==> config.mk <==
export PLATFORM = sky130hd
export DESIGN_NAME = ram_arbiter
export DESIGN_NICKNAME = d
export VERILOG_FILES = /design/src/rtl/ram_arb_pkg.sv /design/src/rtl/ram_arb_lock_ctr.sv /design/src/rtl/ram_arbiter.sv
export SDC_FILE = /design/constraint.sdc
export NUM_CORES = 1
export LEC_CHECK = 0
export BUFFER_PORTS_ARGS = -buffer_cell sky130_fd_sc_hd__buf_2
export CORE_MARGIN = 10
export CORE_UTILIZATION = 37
export CTS_CLUSTER_SIZE = 10
export DETAILED_ROUTE_END_ITERATION = 6
export HOLD_SLACK_MARGIN = 0.08
export PLACE_DENSITY = 0.86
export SYNTH_ARGS = -nofsm -noshare
export SYNTH_HDL_FRONTEND = slang
export SYNTH_SLANG_ARGS = --single-unit
==> constraint.sdc <==
create_clock -name clk -period 3.1 [get_ports clk]
set_input_delay 0 -clock clk [delete_from_list [all_inputs] [get_ports clk]]
set_output_delay 0 -clock clk [all_outputs]
set_load 0.005 [all_outputs]
==> src/rtl/ram_arb_pkg.sv <==
// Shared types and constants for the two-port RAM arbiter.
package ram_arb_pkg;

  typedef enum logic [1:0] {
    OWN_NONE = 2'd0,
    OWN_A    = 2'd1,
    OWN_B    = 2'd2
  } owner_e;

  localparam logic PORT_A = 1'b0;
  localparam logic PORT_B = 1'b1;

  // Wide enough for MAX_LOCK up to 255.
  localparam int LOCK_CNT_W = 8;

  function automatic owner_e port2owner(input logic port);
    return (port == PORT_B) ? OWN_B : OWN_A;
  endfunction

endpackage

==> src/rtl/ram_arb_lock_ctr.sv <==
// Lock owner register plus saturating consecutive-grant counter.
// expired_o flags that the current owner has used up its MAX_LOCK grants.
module ram_arb_lock_ctr
  import ram_arb_pkg::*;
#(
  parameter int MAX_LOCK = 8
) (
  input  logic   clk,
  input  logic   rst,
  input  logic   gnt_vld_i,
  input  logic   gnt_port_i,
  input  logic   gnt_lock_i,
  output owner_e owner_o,
  output logic   expired_o
);

  owner_e                owner_q, owner_d;
  logic [LOCK_CNT_W-1:0] cnt_q, cnt_d;
  owner_e                gnt_owner;

  assign gnt_owner = port2owner(gnt_port_i);
  assign expired_o = (owner_q != OWN_NONE) && (cnt_q >= LOCK_CNT_W'(MAX_LOCK));
  assign owner_o   = owner_q;

  // A fresh lock (new owner, or re-lock after expiry) restarts the count at 1.
  always_comb begin
    owner_d = OWN_NONE;
    cnt_d   = '0;
    if (gnt_vld_i && gnt_lock_i) begin
      owner_d = gnt_owner;
      if ((gnt_owner == owner_q) && !expired_o) cnt_d = cnt_q + LOCK_CNT_W'(1);
      else                                      cnt_d = LOCK_CNT_W'(1);
    end
  end

  always_ff @(posedge clk or posedge rst) begin
    if (rst) begin
      owner_q <= OWN_NONE;
      cnt_q   <= '0;
    end else begin
      owner_q <= owner_d;
      cnt_q   <= cnt_d;
    end
  end

endmodule

==> src/rtl/ram_arbiter.sv <==
// Round-robin arbiter with bounded lock sharing one single-port sync RAM
// between port A (CPU) and port B (video/DMA); reads return one cycle later.
module ram_arbiter
  import ram_arb_pkg::*;
#(
  parameter int ADDR_WIDTH = 16,
  parameter int DATA_WIDTH = 16,
  parameter int MAX_LOCK   = 8
) (
  input  logic                  clk,
  input  logic                  reset,
  input  logic                  req_a,
  input  logic                  lock_a,
  input  logic                  we_a,
  input  logic [ADDR_WIDTH-1:0] addr_a,
  input  logic [DATA_WIDTH-1:0] din_a,
  output logic                  gnt_a,
  output logic [DATA_WIDTH-1:0] rdata_a,
  output logic                  rvalid_a,
  input  logic                  req_b,
  input  logic                  lock_b,
  input  logic                  we_b,
  input  logic [ADDR_WIDTH-1:0] addr_b,
  input  logic [DATA_WIDTH-1:0] din_b,
  output logic                  gnt_b,
  output logic [DATA_WIDTH-1:0] rdata_b,
  output logic                  rvalid_b,
  output logic [ADDR_WIDTH-1:0] ram_addr,
  output logic [DATA_WIDTH-1:0] ram_din,
  output logic                  ram_we,
  input  logic [DATA_WIDTH-1:0] ram_dout
);

  owner_e owner;
  logic   expired;
  logic   fav_a, fav_b;
  logic   win_a, win_b;
  logic   last_grant_q, last_grant_d;
  logic   rvalid_a_q, rvalid_b_q;

  assign fav_a = (owner == OWN_A) && !expired && req_a;
  assign fav_b = (owner == OWN_B) && !expired && req_b;

  // Lock owner first, then a lone requester, then round-robin on contention.
  always_comb begin
    win_a = 1'b0;
    win_b = 1'b0;
    if (!reset) begin
      if (fav_a)                win_a = 1'b1;
      else if (fav_b)           win_b = 1'b1;
      else if (req_a && req_b) begin
        if (last_grant_q == PORT_B) win_a = 1'b1;
        else                        win_b = 1'b1;
      end
      else if (req_a)           win_a = 1'b1;
      else if (req_b)           win_b = 1'b1;
    end
  end

  assign gnt_a = win_a;
  assign gnt_b = win_b;

  // Idle leaves port A's address/data on the bus with the write strobe low.
  assign ram_addr = win_b ? addr_b : addr_a;
  assign ram_din  = win_b ? din_b  : din_a;
  assign ram_we   = (win_a & we_a) | (win_b & we_b);

  always_comb begin
    last_grant_d = last_grant_q;
    if (win_a)      last_grant_d = PORT_A;
    else if (win_b) last_grant_d = PORT_B;
  end

  always_ff @(posedge clk or posedge reset) begin
    if (reset) begin
      last_grant_q <= PORT_B;
      rvalid_a_q   <= 1'b0;
      rvalid_b_q   <= 1'b0;
    end else begin
      last_grant_q <= last_grant_d;
      rvalid_a_q   <= win_a & ~we_a;
      rvalid_b_q   <= win_b & ~we_b;
    end
  end

  ram_arb_lock_ctr #(
    .MAX_LOCK (MAX_LOCK)
  ) u_lock (
    .clk        (clk),
    .rst        (reset),
    .gnt_vld_i  (win_a | win_b),
    .gnt_port_i (win_b ? PORT_B : PORT_A),
    .gnt_lock_i (win_b ? lock_b : lock_a),
    .owner_o    (owner),
    .expired_o  (expired)
  );

  assign rvalid_a = rvalid_a_q;
  assign rvalid_b = rvalid_b_q;
  assign rdata_a  = ram_dout;
  assign rdata_b  = ram_dout;

endmodule

==> metrics, run 1 <==
startpoint class of the critical path=flop; most frequent cells in the layout=108 x buf_2, 28 x mux2_4, 20 x dlygate4sd3_1; post-synth top area share=0.2966; Tmin final=2.782 ns; number of synthesized flops with an enable pin=0; # fillers=332; Max Buffers Root-to-Sink=2; setup TNS=0 ns; leading cell type in the layout, fill and taps excluded=buf_2; Final Hold Vio Count=0; layout cells sized above 1=0.6447; Core Region=3689 sq um; clk sinks=13; final setup violation count=0; Crit Path Max Fanout=34; Worst EP arrival=2.78 ns; Max rail drop VDD=114.2 uV; Synth Register Bits=13; pin count of the biggest net entering global routing=35; vias per cell=4.707; period utilization=0.8976; IO buf count=108; Pleak=1.140 nW; Cell Pwr Density=293.4 nW/um^2; Rel. slew slack=0.6103; kind of critical path=reg -> out; ranking of synthesized cells by area=mux2_4 30%, dfrtp_1 21%, buf_4 17%, mux2_2 3.2%, inv_1 2.4%; Cell Rows=22; ys flop type=dfrtp_1; Post-CTS Setup Bufs=0; clk root buf=clkbuf_8; gr ovfl total=0; vias in the first global route=1,369; crit-path leading delay family=simple AND/OR/NAND/NOR gates; Routed WL=5329 um; Post-CTS Resized=0; Inserted Diodes=0; Mapped Cells=129; Post-synth ARST share=1.000; synth unique cells=37; DRT antenna net count=0; max incr delay on CP=0.67 ns; drt pass-1 iters=4; via count=1,299; Final #Nets=319; Yosys top cell by area=mux2_4; syn_area_per_cell=10.99 sq um; Slew @ Worst Pin=0.5845 ns; Die H=81.90 um; worst path required time=3.10 ns; dpl cell area=1750 sq um; die area=6708 sq um; Seq/Total Area, Yosys=0.2304; Slew Viols, Final=0; CTS tree=built; Layout area overhead=40.78%; DRC=0; initial antenna violation count=0; routed length per instance=19.31 um; worst hold margin=0.1488 ns; RSZ-0062 raised after global routing=no; GRT Resource Usage Total=0.1357; CP Capture Type=output pin; global-route wire length before repair=7044 um; Min-Delay Path Class=in -> reg; Reg clk slew, reported paths=0.05 ns; TritonCTS buffer count=3; Initial Utilization=0.3843; yosys warns=0; status=complete, no violations; critical-path cell with the highest stage delay=or4_1; die outline width=81.90 um; CP bufs+invs=1; Hold Buf Count CTS=20; area of the mapped netlist=1418 sq um; fin area=1996 sq um; RePlAce Congestion=0.8085; clock skew=0.002204 ns; Detailed Route Iter0 Violations=33; dpl hpwl=4170 um; critical-path cell list=or4_1, o41ai_4, nand2_4, mux2_4, buf_2; clk_lat worst skew=0.24 ns; IO Pins=157; fmax=359.4 MHz; htree depth=1; max-cap viol count=0
==> metrics by stage <==
stage | util | instances | setup WS (ns) | power, mW
after floorplan | - | 132 | 1.058 | 0.3477
after global placement | 0.4746 | 252 | 0.6366 | 0.4062
after detailed placement | 0.4746 | 252 | 0.5723 | 0.4139
after CTS | 0.5410 | 276 | 0.3153 | 0.5947
after global routing | 0.5410 | 276 | 0.1821 | 0.6242
final | 0.5410 | 276 | 0.3175 | 0.5856
==> synth_stat cells (2+ instances only) <==
library cell,number
buf_4,32
mux2_4,28
dfrtp_1,12
inv_1,9
a211oi_1,4
mux2_2,4
buf_6,3
nor2_1,3
a21oi_1,2
ha_1,2
nand3_1,2
nor2b_1,2
nor4_1,2
==> where the power goes <==
part           switching, mW  internal, mW  total (mW)
logic                  0.102         0.147       0.248
clock network         0.0569        0.0906       0.148
registers            0.00829         0.181       0.190
==> cell families (layout without fill, tap and decap cells) <==
group,after synthesis,in the layout,share of synthesized area
buffers and inverters,45,141,0.2206
AOI/OAI and AO/OA,17,17,0.1086
adders and majority gates,2,2,0.01765
muxes,32,32,0.3283
DFF,13,13,0.2304
and+or+nand+nor,17,17,0.07944
xor gates and xnor gates,2,2,0.01236
other,1,4,0.002645
==> metal layers <==
metal | up-vias | GRT usage | share of wire
li1 | 615 | - | -
met3 | 7 | 0.05568 | 0.093
met4 | 0 | 0.05612 | 0.015
met2 | 60 | 0.2351 | 0.56
met1 | 617 | 0.1427 | 0.33
met5 | - | 0 | 0
==> path summary, 6_finish.rpt <==
path | from | to | slack, ns | cells past startpoint
setup reg to reg | u_lock.cnt_q[7] | rvalid_b | 0.87 | 4
min in group asynchronous | reset | rvalid_a | 0.38 | 3
hold reg to reg | last_grant_q | last_grant_q | 0.54 | 2
hold / removal | lock_a | u_lock.owner_o[0] | 0.15 | 3
setup / recovery | u_lock.cnt_q[7] | ram_addr[11] | 0.32 | 5
max in group asynchronous | reset | last_grant_q | 2.36 | 3
==> state kept, by name (all words and copies together), names as in the netlist <==
register	flops
last_grant_q	1
rvalid_a	1
u_lock.cnt_q	8
u_lock.owner_o	2
rvalid_b	1
==> tightest hold or removal path: cells and delay by family <==
kind,cells,cell delay (ns)
AO/OA/AOI/OAI,1,0.18
buffers and inverters,2,0.16
==> area by class of cell <==
type	instances	area (sq um)	area share
clock buffer	4	45.04	0.02257
inverter	9	33.78	0.01693
multi-input combinational	74	789.5	0.3956
sequential	13	326.6	0.1636
tap	48	60.06	0.03009
timing repair buffer	128	740.7	0.3712
No activity file was read; power rests on OpenSTA's default activity.
==> run 2, diff against run 1 <==
--- a/config.mk
+++ b/config.mk
@@ -7,11 +7,11 @@
 export LEC_CHECK = 0
 export BUFFER_PORTS_ARGS = -buffer_cell sky130_fd_sc_hd__buf_2
 export CORE_MARGIN = 10
-export CORE_UTILIZATION = 37
+export CORE_UTILIZATION = 35
 export CTS_CLUSTER_SIZE = 10
 export DETAILED_ROUTE_END_ITERATION = 6
 export HOLD_SLACK_MARGIN = 0.08
-export PLACE_DENSITY = 0.86
+export PLACE_DENSITY = 0.82
 export SYNTH_ARGS = -nofsm -noshare
 export SYNTH_HDL_FRONTEND = slang
 export SYNTH_SLANG_ARGS = --single-unit
==> constraint.sdc (replaced) <==
create_clock -name clk -period 2.7 [get_ports clk]
set_input_delay 0 -clock clk [delete_from_list [all_inputs] [get_ports clk]]
set_output_delay 0 -clock clk [all_outputs]
set_load 0.005 [all_outputs]
==> metrics, run 2 (same netlist as run 1, synthesis figures left out) <==
htree depth=1 (unchanged); vias per cell=4.698 (-0.19%); Slew Viols, Final=0 (unchanged); layout cells sized above 1=0.6494 (+0.004614); Inserted Diodes=0 (unchanged); RePlAce Congestion=0.8313 (+2.8%); Worst R2R End=u_lock.cnt_q[2]; IO buf count=108 (unchanged); Detailed Route Iter0 Violations=42 (+27%); pin count of the biggest net entering global routing=35 (unchanged); worst slack at placement=0.3209 ns (-0.2514 ns); total power=0.6718 mW (+15%); reg2reg setup slack=0.55 ns (-0.32 ns); Pleak=1.155 nW (+1.3%); Clk pwr share=0.251 (about the same); CP Capture Type=output pin; Cell Rows=23 (+4.5%); clk_lat worst skew=0.24 ns (about the same); global-route wire length before repair=7976 um (+13%); Gate power share=0.426 (+0.002); max-cap viol count=0 (unchanged); GRT Resource Usage Total=0.1362 (+0.0004446); via count=1,320 (+1.6%); Core Region=3971 sq um (+7.7%); clock skew=0.003100 ns (+0.0008956 ns); die outline width=83.64 um (+2.1%); gr ovfl total=0 (unchanged); RSZ-0062 raised after global routing=no; final setup violation count=0 (unchanged); status=complete, no violations; Rel. slew slack=0.6301 (+0.01975); DRC=0 (unchanged); Switching Fraction=0.2787 (-0.006736); Routed WL=5097 um (-4.4%); clk sinks=13 (unchanged); clk root buf=clkbuf_8; R2R Path Start=u_lock.cnt_q[7]; DRT antenna net count=0 (unchanged); Cell Pwr Density=332.5 nW/um^2 (+13%); setup slack after layout=0.1526 ns (-0.1649 ns); TritonCTS buffer count=3 (unchanged); internal power=0.4846 mW (+16%); Min-Delay Path Depth=3 (unchanged); Min-Delay Path Class=in -> reg; initial antenna violation count=0 (unchanged); fmax=392.6 MHz; R2R depth=5 (+1); leading cell type in the layout, fill and taps excluded=buf_2; dpl hpwl=4037 um (-3.2%); drt pass-1 iters=4 (unchanged); vias in the first global route=1,497 (+9.3%); register area=326.6 sq um (unchanged); Worst EP arrival=2.55 ns (-0.23 ns); Seq pwr share=0.323 (about the same); die area=6996 sq um (+4.3%); Layout area overhead=42.54%; Max rail drop VDD=139.5 uV (+22%); Slew @ Worst Pin=0.5549 ns (-0.02963 ns); Final #Nets=322 (+0.94%); CTS tree=built; Crit Path Max Fanout=34 (unchanged); hold path start=lock_a; routed length per instance=18.14 um (-6.1%); Tmin final=2.547 ns; Max Buffers Root-to-Sink=2 (unchanged); IO Pins=157 (unchanged); Most flops, register=u_lock.cnt_q; max FFs per register=8 (unchanged); Multi-input gate area=789.5 sq um (unchanged); kind of critical path=reg -> out; Post-CTS Resized=0 (unchanged); setup TNS=0 ns (unchanged); worst hold margin=0.1436 ns (-0.005184 ns); Hold EP=u_lock.owner_o[0]; Initial Utilization=0.3570 (-0.02737); period utilization=0.9435; Reg clk slew, reported paths=0.05 ns (about the same); Final Hold Vio Count=0 (unchanged); startpoint class of the critical path=flop; Die H=83.64 um (+2.1%); Sw Pwr=0.1872 mW (+12%); worst path required time=2.70 ns (-0.40 ns); most frequent cells in the layout=108 x buf_2, 28 x mux2_4, 20 x dlygate4sd3_1; # fillers=355 (+6.9%)
## run 2: cell types whose count changed in the layout (fill, tap and decap cells not counted), sizes merged
cell | before | now
buf | 108 | 111
## run 2: worst max path at each step
stage,startpoint,to,depth (start not counted),slack [ns]
floorplan,u_lock.cnt_q[7],ram_addr[10],6,0.66
global placement,u_lock.cnt_q[7],ram_din[9],6,0.39
detailed placement,u_lock.cnt_q[7],ram_din[9],6,0.32
CTS,u_lock.cnt_q[7],ram_din[9],6,0.05
global route,u_lock.cnt_q[7],ram_din[11],6,0.03
finish,u_lock.cnt_q[7],ram_din[9],6,0.15
## run 2: area by class of cell
type	count	share of cell area
multi-input combinational	74	0.3907
inverter	9	0.01672
tap	50	0.03096
sequential	13	0.1616
clock buffer	4	0.02229
timing repair buffer	131	0.3777
## run 2: routing by layer
metal | track usage | wire length [um] | share of wire | vias up
li1 | - | - | - | 626
met1 | 0.1325 | 1783 | 0.35 | 628
met2 | 0.2599 | 2852 | 0.56 | 60
met3 | 0.04785 | 398 | 0.078 | 6
met4 | 0.04110 | 62 | 0.012 | 0
met5 | 0 | 0 | 0 | -
## run 2: metrics by stage
step           instances  area [sq um]    util
2_1_floorplan        132          1429       -
3_3_place_gp         255          1760  0.4433
3_5_place_dp         255          1760  0.4433
4_1_cts              279          2006  0.5050
5_1_grt              281          2021  0.5088
6_report             281          2021  0.5088
## run 2: worst max-delay path, cell delays in order (launching register included)
cell     delay [ns]
dfrtp_1        0.37
or4_1          0.66
o41ai_4        0.40
nand2_4        0.05
buf_4          0.31
mux2_4         0.36
buf_2          0.13
## run 2: repair_timing
| item | 4_1_cts | 5_1_grt |
|---|---|---|
| endpoints found under the hold margin | 48 | 0 |
| buffers inserted | 0 | 2 |
| setup endpoints to repair | 0 | 32 |
| hold buffers | 20 | 0 |
## run 2: power groups by stage
stage / registers [mW] / logic (mW) / clock network, mW
floorplan: 0.218 / 0.182 / 0
global placement: 0.220 / 0.245 / 0
detailed placement: 0.220 / 0.250 / 0
CTS: 0.217 / 0.284 / 0.175
global route: 0.218 / 0.311 / 0.189
finish: 0.217 / 0.286 / 0.169
